<file path="src/rtl/dsram_like_bridge.sv">
// dsram_like_bridge: turns the M-stage single-cycle SRAM data port into the
// req / addr_ok / data_ok handshake. It stalls the pipeline while a transaction
// is in flight and issues exactly one bus transaction per memory instruction.
// Optional feature macro: DSRAM_BRIDGE_BYPASS_EN. When defined, load data is
// forwarded straight from the bus in the data_ok cycle, which saves one stall
// cycle.
module dsram_like_bridge #(
  parameter int ADDR_W = 32,
  parameter int DATA_W = 32
) (
  input  logic              clk,
  input  logic              rst,
  input  logic              mem_req_valid,
  input  logic              mem_en,
  input  logic [3:0]        mem_wen,
  input  logic [1:0]        mem_size,
  input  logic [ADDR_W-1:0] mem_addr,
  input  logic [DATA_W-1:0] mem_wdata,
  input  logic              flush,
  input  logic              other_stall,
  output logic [DATA_W-1:0] mem_rdata,
  output logic              mem_stall,
  output logic              data_req,
  output logic              data_wr,
  output logic [1:0]        data_size,
  output logic [ADDR_W-1:0] data_addr,
  output logic [DATA_W-1:0] data_wdata,
  input  logic              data_addr_ok,
  input  logic              data_data_ok,
  input  logic [DATA_W-1:0] data_rdata
);

  localparam logic [1:0] IDLE = 2'd0;
  localparam logic [1:0] ADDR = 2'd1;
  localparam logic [1:0] DATA = 2'd2;
  localparam logic [1:0] DONE = 2'd3;

  logic [1:0]        state, stateNxt;
  logic              cancel;
  logic [ADDR_W-1:0] addrR;
  logic [DATA_W-1:0] wdataR, rdataR;
  logic              wrR;
  logic [1:0]        sizeR;

  logic start, issue, finish, keep, loadDone;

  assign start    = mem_req_valid & mem_en & ~flush;
  assign issue    = (state == IDLE) & start;
  assign finish   = (state == DATA) & data_data_ok;
  // The result is wanted only if no flush has hit this transaction.
  assign keep     = ~cancel & ~flush;
  assign loadDone = finish & keep & ~wrR;

  // Next-state selection for the handshake sequencer.
  always_comb begin
    stateNxt = state;
    case (state)
      IDLE: if (start) stateNxt = data_addr_ok ? DATA : ADDR;
      ADDR: if (data_addr_ok) stateNxt = DATA;
      DATA: begin
        if (data_data_ok) begin
          if (!keep) stateNxt = IDLE;
`ifdef DSRAM_BRIDGE_BYPASS_EN
          else stateNxt = other_stall ? DONE : IDLE;
`else
          else stateNxt = DONE;
`endif
        end
      end
      DONE: if (flush || !other_stall) stateNxt = IDLE;
      default: stateNxt = IDLE;
    endcase
  end

  // State register and the cancel flag. A cancelled transaction drains to IDLE.
  always_ff @(posedge clk or negedge rst) begin
    if (!rst) begin
      state  <= IDLE;
      cancel <= 1'b0;
    end else begin
      state <= stateNxt;
      if (finish) cancel <= 1'b0;
      else if (((state == ADDR) || (state == DATA)) && flush) cancel <= 1'b1;
    end
  end

  // Capture the request fields so they stay stable until addr_ok.
  always_ff @(posedge clk or negedge rst) begin
    if (!rst) begin
      addrR  <= '0;
      wdataR <= '0;
      wrR    <= 1'b0;
      sizeR  <= 2'd0;
    end else if (issue) begin
      addrR  <= mem_addr;
      wdataR <= mem_wdata;
      wrR    <= |mem_wen;
      sizeR  <= mem_size;
    end
  end

  // Latch load data. Store acks and discarded responses leave it untouched.
  always_ff @(posedge clk or negedge rst) begin
    if (!rst) rdataR <= '0;
    else if (loadDone) rdataR <= data_rdata;
  end

  // In the issue cycle the bus fields come straight from the M stage. After
  // that they come from the captured registers.
  always_comb begin
    data_req   = issue | (state == ADDR);
    data_wr    = issue ? (|mem_wen) : wrR;
    data_size  = issue ? mem_size : sizeR;
    data_addr  = issue ? mem_addr : addrR;
    data_wdata = issue ? mem_wdata : wdataR;
  end

  // Stall and load-data return towards the pipeline.
  always_comb begin
    mem_rdata = rdataR;
    if (cancel) mem_stall = mem_req_valid;
    else        mem_stall = issue | (state == ADDR) | (state == DATA);
`ifdef DSRAM_BRIDGE_BYPASS_EN
    if (finish && keep) mem_stall = 1'b0;
    if (loadDone) mem_rdata = data_rdata;
`endif
  end

endmodule

</file>
<file path="config.mk">
export PLATFORM = sky130hd
export DESIGN_NAME = dsram_like_bridge
export DESIGN_NICKNAME = d
export VERILOG_FILES = /design/src/rtl/dsram_like_bridge.sv
export SDC_FILE = /design/constraint.sdc
export NUM_CORES = 1
export LEC_CHECK = 0
export BUFFER_PORTS_ARGS = -buffer_cell sky130_fd_sc_hd__clkbuf_2
export CORE_UTILIZATION = 25
export CTS_CLUSTER_DIAMETER = 30
export CTS_CLUSTER_SIZE = 14
export DETAILED_ROUTE_END_ITERATION = 16
export PLACE_DENSITY_LB_ADDON = 0.25
export SYNTH_ARGS = -nofsm -noshare
export SYNTH_HDL_FRONTEND = slang
export SYNTH_SLANG_ARGS = --single-unit
export TNS_END_PERCENT = 20
</file>
<file path="constraint.sdc">
create_clock -name clk -period 5.4 [get_ports clk]
set_input_delay 1.08 -clock clk [delete_from_list [all_inputs] [get_ports clk]]
set_output_delay 1.08 -clock clk [all_outputs]
set_load 0.05 [all_outputs]
</file>
* After elaboration in Yosys (flattened, before gate mapping)
Cells that the tools add are included.
** Word-level totals
- Bits in registers :: 102
- Output and inout bits :: 101
** Cells by class
- Mux-type cells :: 14
- Equality and inequality tests :: 7
- Bitwise operators :: 12
- Reduce and logical (&&, ||, !) cells :: 8
** Operator list (number)
- $mux 32 :: 2
- $mux 2 :: 7
- $ne 2x2->1 const B :: 4
- $pmux 2 s4 :: 1
- $and 1x1->1 :: 7
- $eq 2x2->1 const B :: 2
- $mux 1 :: 4
- $reduce_and 4->1 :: 1
- $reduce_or 4->1 :: 1
- $not 1->1 :: 3
- $eq 2x1->1 const B :: 1
- $logic_not 2->1 :: 1
- $logic_or 1x1->1 :: 2
- $or 1x1->1 :: 2
- $reduce_bool 2->1 :: 1
- $logic_and 1x1->1 :: 1
- $logic_not 1->1 :: 1

* Depth between registers and ports, before layout
- Word-level depth :: 6
- Depth in mapped cells :: 7
- Gate-level depth less buffers :: 5

* Worst setup path after synthesis
No wires, ideal clock.
- Path type :: input port to output port
- Start point :: input flush
- End point :: output data_wr
- Slack :: 1.524 ns
- Data required time :: 4.320 ns
- Arrival :: 2.796 ns
- Stages :: 4
- Cells stage by stage :: nand4b_2 > buf_4 > buf_6 > o21ai_0
** Between the ends
- Word-level cells in the longest chain between the ends :: 4
** Ends and longest elaborated chain
- from (decl) :: RTL line 19 : input logic flush,
- $not 1->1 :: RTL line 47 : assign start = mem_req_valid & mem_en & ~flush;
- $and 1x1->1 :: RTL line 47
- $and 1x1->1 :: RTL line 48 : assign issue = (state == IDLE) & start;
- $mux 1 :: RTL line 112 : data_wr = issue ? (|mem_wen) : wrR;
- to (decl) :: RTL line 24 : output logic data_wr,
No other way between the ends.

* Worst setup path in the final report
- Start point :: input flush
- End point :: output data_wdata[17]
** Between the ends
- Word-level cells in the longest chain between the ends :: 4
** Ends and longest elaborated chain
- $not 1->1 :: RTL line 47
- $and 1x1->1 :: RTL line 47
- $and 1x1->1 :: RTL line 48
- $mux 32 :: RTL line 115 : data_wdata = issue ? mem_wdata : wdataR;
- to (decl) :: RTL line 27 : output logic [DATA_W-1:0] data_wdata,
No other way between the ends.

==> flow_metrics.tcl <==
set metrics [dict create \
    timing.critical_path.to_type "output port" \
    n_fill_cell 1566 \
    wire_per_inst_um 13.1 \
    period_needed_ns 4.04 \
    clk_pin_slew_worst_paths_ns 0.06 \
    syn-num-nets 352 \
    syn_area_per_cell_um2 16.7 \
    r2r_slack_ns 2.96 \
    root_buffer "clkbuf_16" \
    drt-total-wl_um 8720 \
    finalNonFillerCells 667 \
    postCtsSetupRepairBufs 0 \
    io_pins 211 \
    critical_path_class "in -> out" \
    netlist.top_cell.by_area "dfrtp_1" \
    rsz0062_at_grt "no" \
    tns_ns 0 \
    drv_slew 0 \
    avgViaCountPerCell 4.03 \
    status "finished, final reports clean" \
    io_buffers 210 \
    fmax_mhz 247 \
    worstPathArrival_ns 2.96 \
    dr.pass1.iters 2 \
    synthArstFlopShare_pct 100 \
    yosysWarnings 0 \
    synth_area_um2 3970 \
    worst_slew_pin_slew_ns 0.859 \
    start_kind "input port" \
    timing.rr.end "wdataR[17]" \
    cts_resized 0 \
    antenna_found_initial 0 \
    setup_viol 0 \
    skew_ns 0.00515 \
    ant_nets 0 \
    antennaDiodeCount 0 \
    synth_edf_count 0 \
    yosysMostFrequentCell "dfrtp_1" \
    finalHoldViolCount 0 \
    hold_end "wdataR[15]" \
    hold_class "reg -> reg" \
    fin_util_pct 36.2 \
    crit_fanout 36 \
    ctsHoldBuffers 0 \
    maxCapViolCount 0 \
    yosys-top-cells-area "dfrtp_1 (64%), mux2_2 (23%), mux2_1 (5.1%), buf_6 (1.4%), ha_1 (1.3%)" \
    grt_pass1_wl_um 13400 \
    synth.top_cells.by_count "dfrtp_1 (102), mux2_2 (80), mux2_1 (18)" \
    r2r_start "state[0]" \
    netlist.area_leader.share_pct 64.3 \
    die_h_um 128 \
    finalCritPeriodShare_pct 74.9 \
    grt_max_degree 55 \
    core_area_um2 15400 \
    grt_pass1_vias 2666 \
    area_growth_pct 40.1 \
    whs_path_depth 1 \
    fp.dieW_um 128 \
    synthCells 238 \
    start_util_pct 25.8 \
    dp.cells 651 \
    numCtsBuffers 9 \
    drive_gt1_share_pct 68.4 \
    ys_seq_elements 102 \
    drt-initial-drc-count 45 \
    clock_latency_ns 0.35 \
    cts_tree "built" \
    fp.dieArea_um2 16400 \
    rows 45 \
    drt_drc_violations_left 0 \
    vias 2687 \
    numClockSinks 102 \
    overflow 0 \
    routabilityCongestion 0.706 \
    ys.flop_type "dfrtp_1" \
    cp.required_ns 4.32 \
    nNetsFinal 565 \
    htree_num_levels 3 \
    grt_util_all_layers_pct 10.9 \
    dp_hpwl_um 6540 \
    ys_types 24 \
    hp-start "wdataR[15]" \
    cts_buffer_depth 2 \
    relSlewSlack_pct 42.4 \
    seq_area_frac_synth_pct 64.3 \
    reg2reg_depth 5 \
]
==> flip-flops by register name (all words and copies together) (netlist names) <==
name	count
addrR	32
sizeR	2
mem_rdata	32
wdataR	32
wrR	1
cancel	1
state	2
==> cell families (layout without fill, tap and decap cells) <==
logic type,after synthesis,count (layout),share of synthesized area (%)
DFF,102,102,64.3
muxes,100,100,28.3
buffers and inverters,13,231,2.39
and+or+nand+nor,12,12,2.43
AOI/OAI and AO/OA,7,7,1.35
adders and majority gates,4,4,1.26
==> critical path, cell delays in order <==
cell and delay, ns:
clkbuf_2 0.12, nand4b_4 0.59, buf_4 0.51, mux2_1 0.40, clkbuf_2 0.25
==> per-layer routing <==
metal  GRT usage [%]  vias to the layer above  part of all wire (%)
met5               0                        -                     0
met3            4.55                       11                   9.0
li1                -                     1261                     -
met1            12.7                     1285                    42
met2            17.6                      130                    47
met4            4.57                        0                   1.7
==> per-stage QoR <==
| stage | hold WS (ns) | cell area, um2 | setup slack (ns) |
|---|---|---|---|
| 3_5_place_dp | 0.480 | 5230 | 1.30 |
| 5_1_grt | 0.504 | 5560 | 1.17 |
| 4_1_cts | 0.497 | 5560 | 1.30 |
| 3_3_place_gp | 0.473 | 5230 | 1.37 |
| 2_1_floorplan | 0.552 | 3970 | 1.52 |
| 6_report | 0.491 | 5560 | 1.36 |
==> layout make-up <==
| class | instances | area, um2 | share of cell area, % |
|---|---|---|---|
| Sequential cell | 102 | 2550 | 45.9 |
| Tap cell | 211 | 264 | 4.75 |
| Clock inverter | 5 | 81.3 | 1.46 |
| Inverter | 3 | 11.3 | 0.202 |
| Multi-Input combinational cell | 123 | 1330 | 24.0 |
| Timing Repair Buffer | 212 | 1070 | 19.2 |
| Clock buffer | 11 | 253 | 4.54 |
==> layout by cell type, fill, tap and decap left out, types with 3 or more instances in the layout <==
cell,n
mux2_1,18
buf_4,3
nand2b_1,3
dfrtp_1,102
ha_1,4
inv_1,3
mux2_2,80
clkbuf_16,9
clkbuf_2,209
==> how the worst max path moves through the flow <==
stage                           to  cells after the start      from  slack (ns)
global placement    data_wdata[24]                      5     flush        1.37
global route               data_wr                      6  state[0]        1.17
detailed placement  data_wdata[19]                      5     flush        1.30
floorplan                  data_wr                      4     flush        1.52
finish              data_wdata[17]                      5     flush        1.36
CTS                 data_wdata[19]                      5     flush        1.30
Power is left out: the tool's default activity adds up to more than one toggle a clock period on the data nets, which glitch-free logic cannot reach.
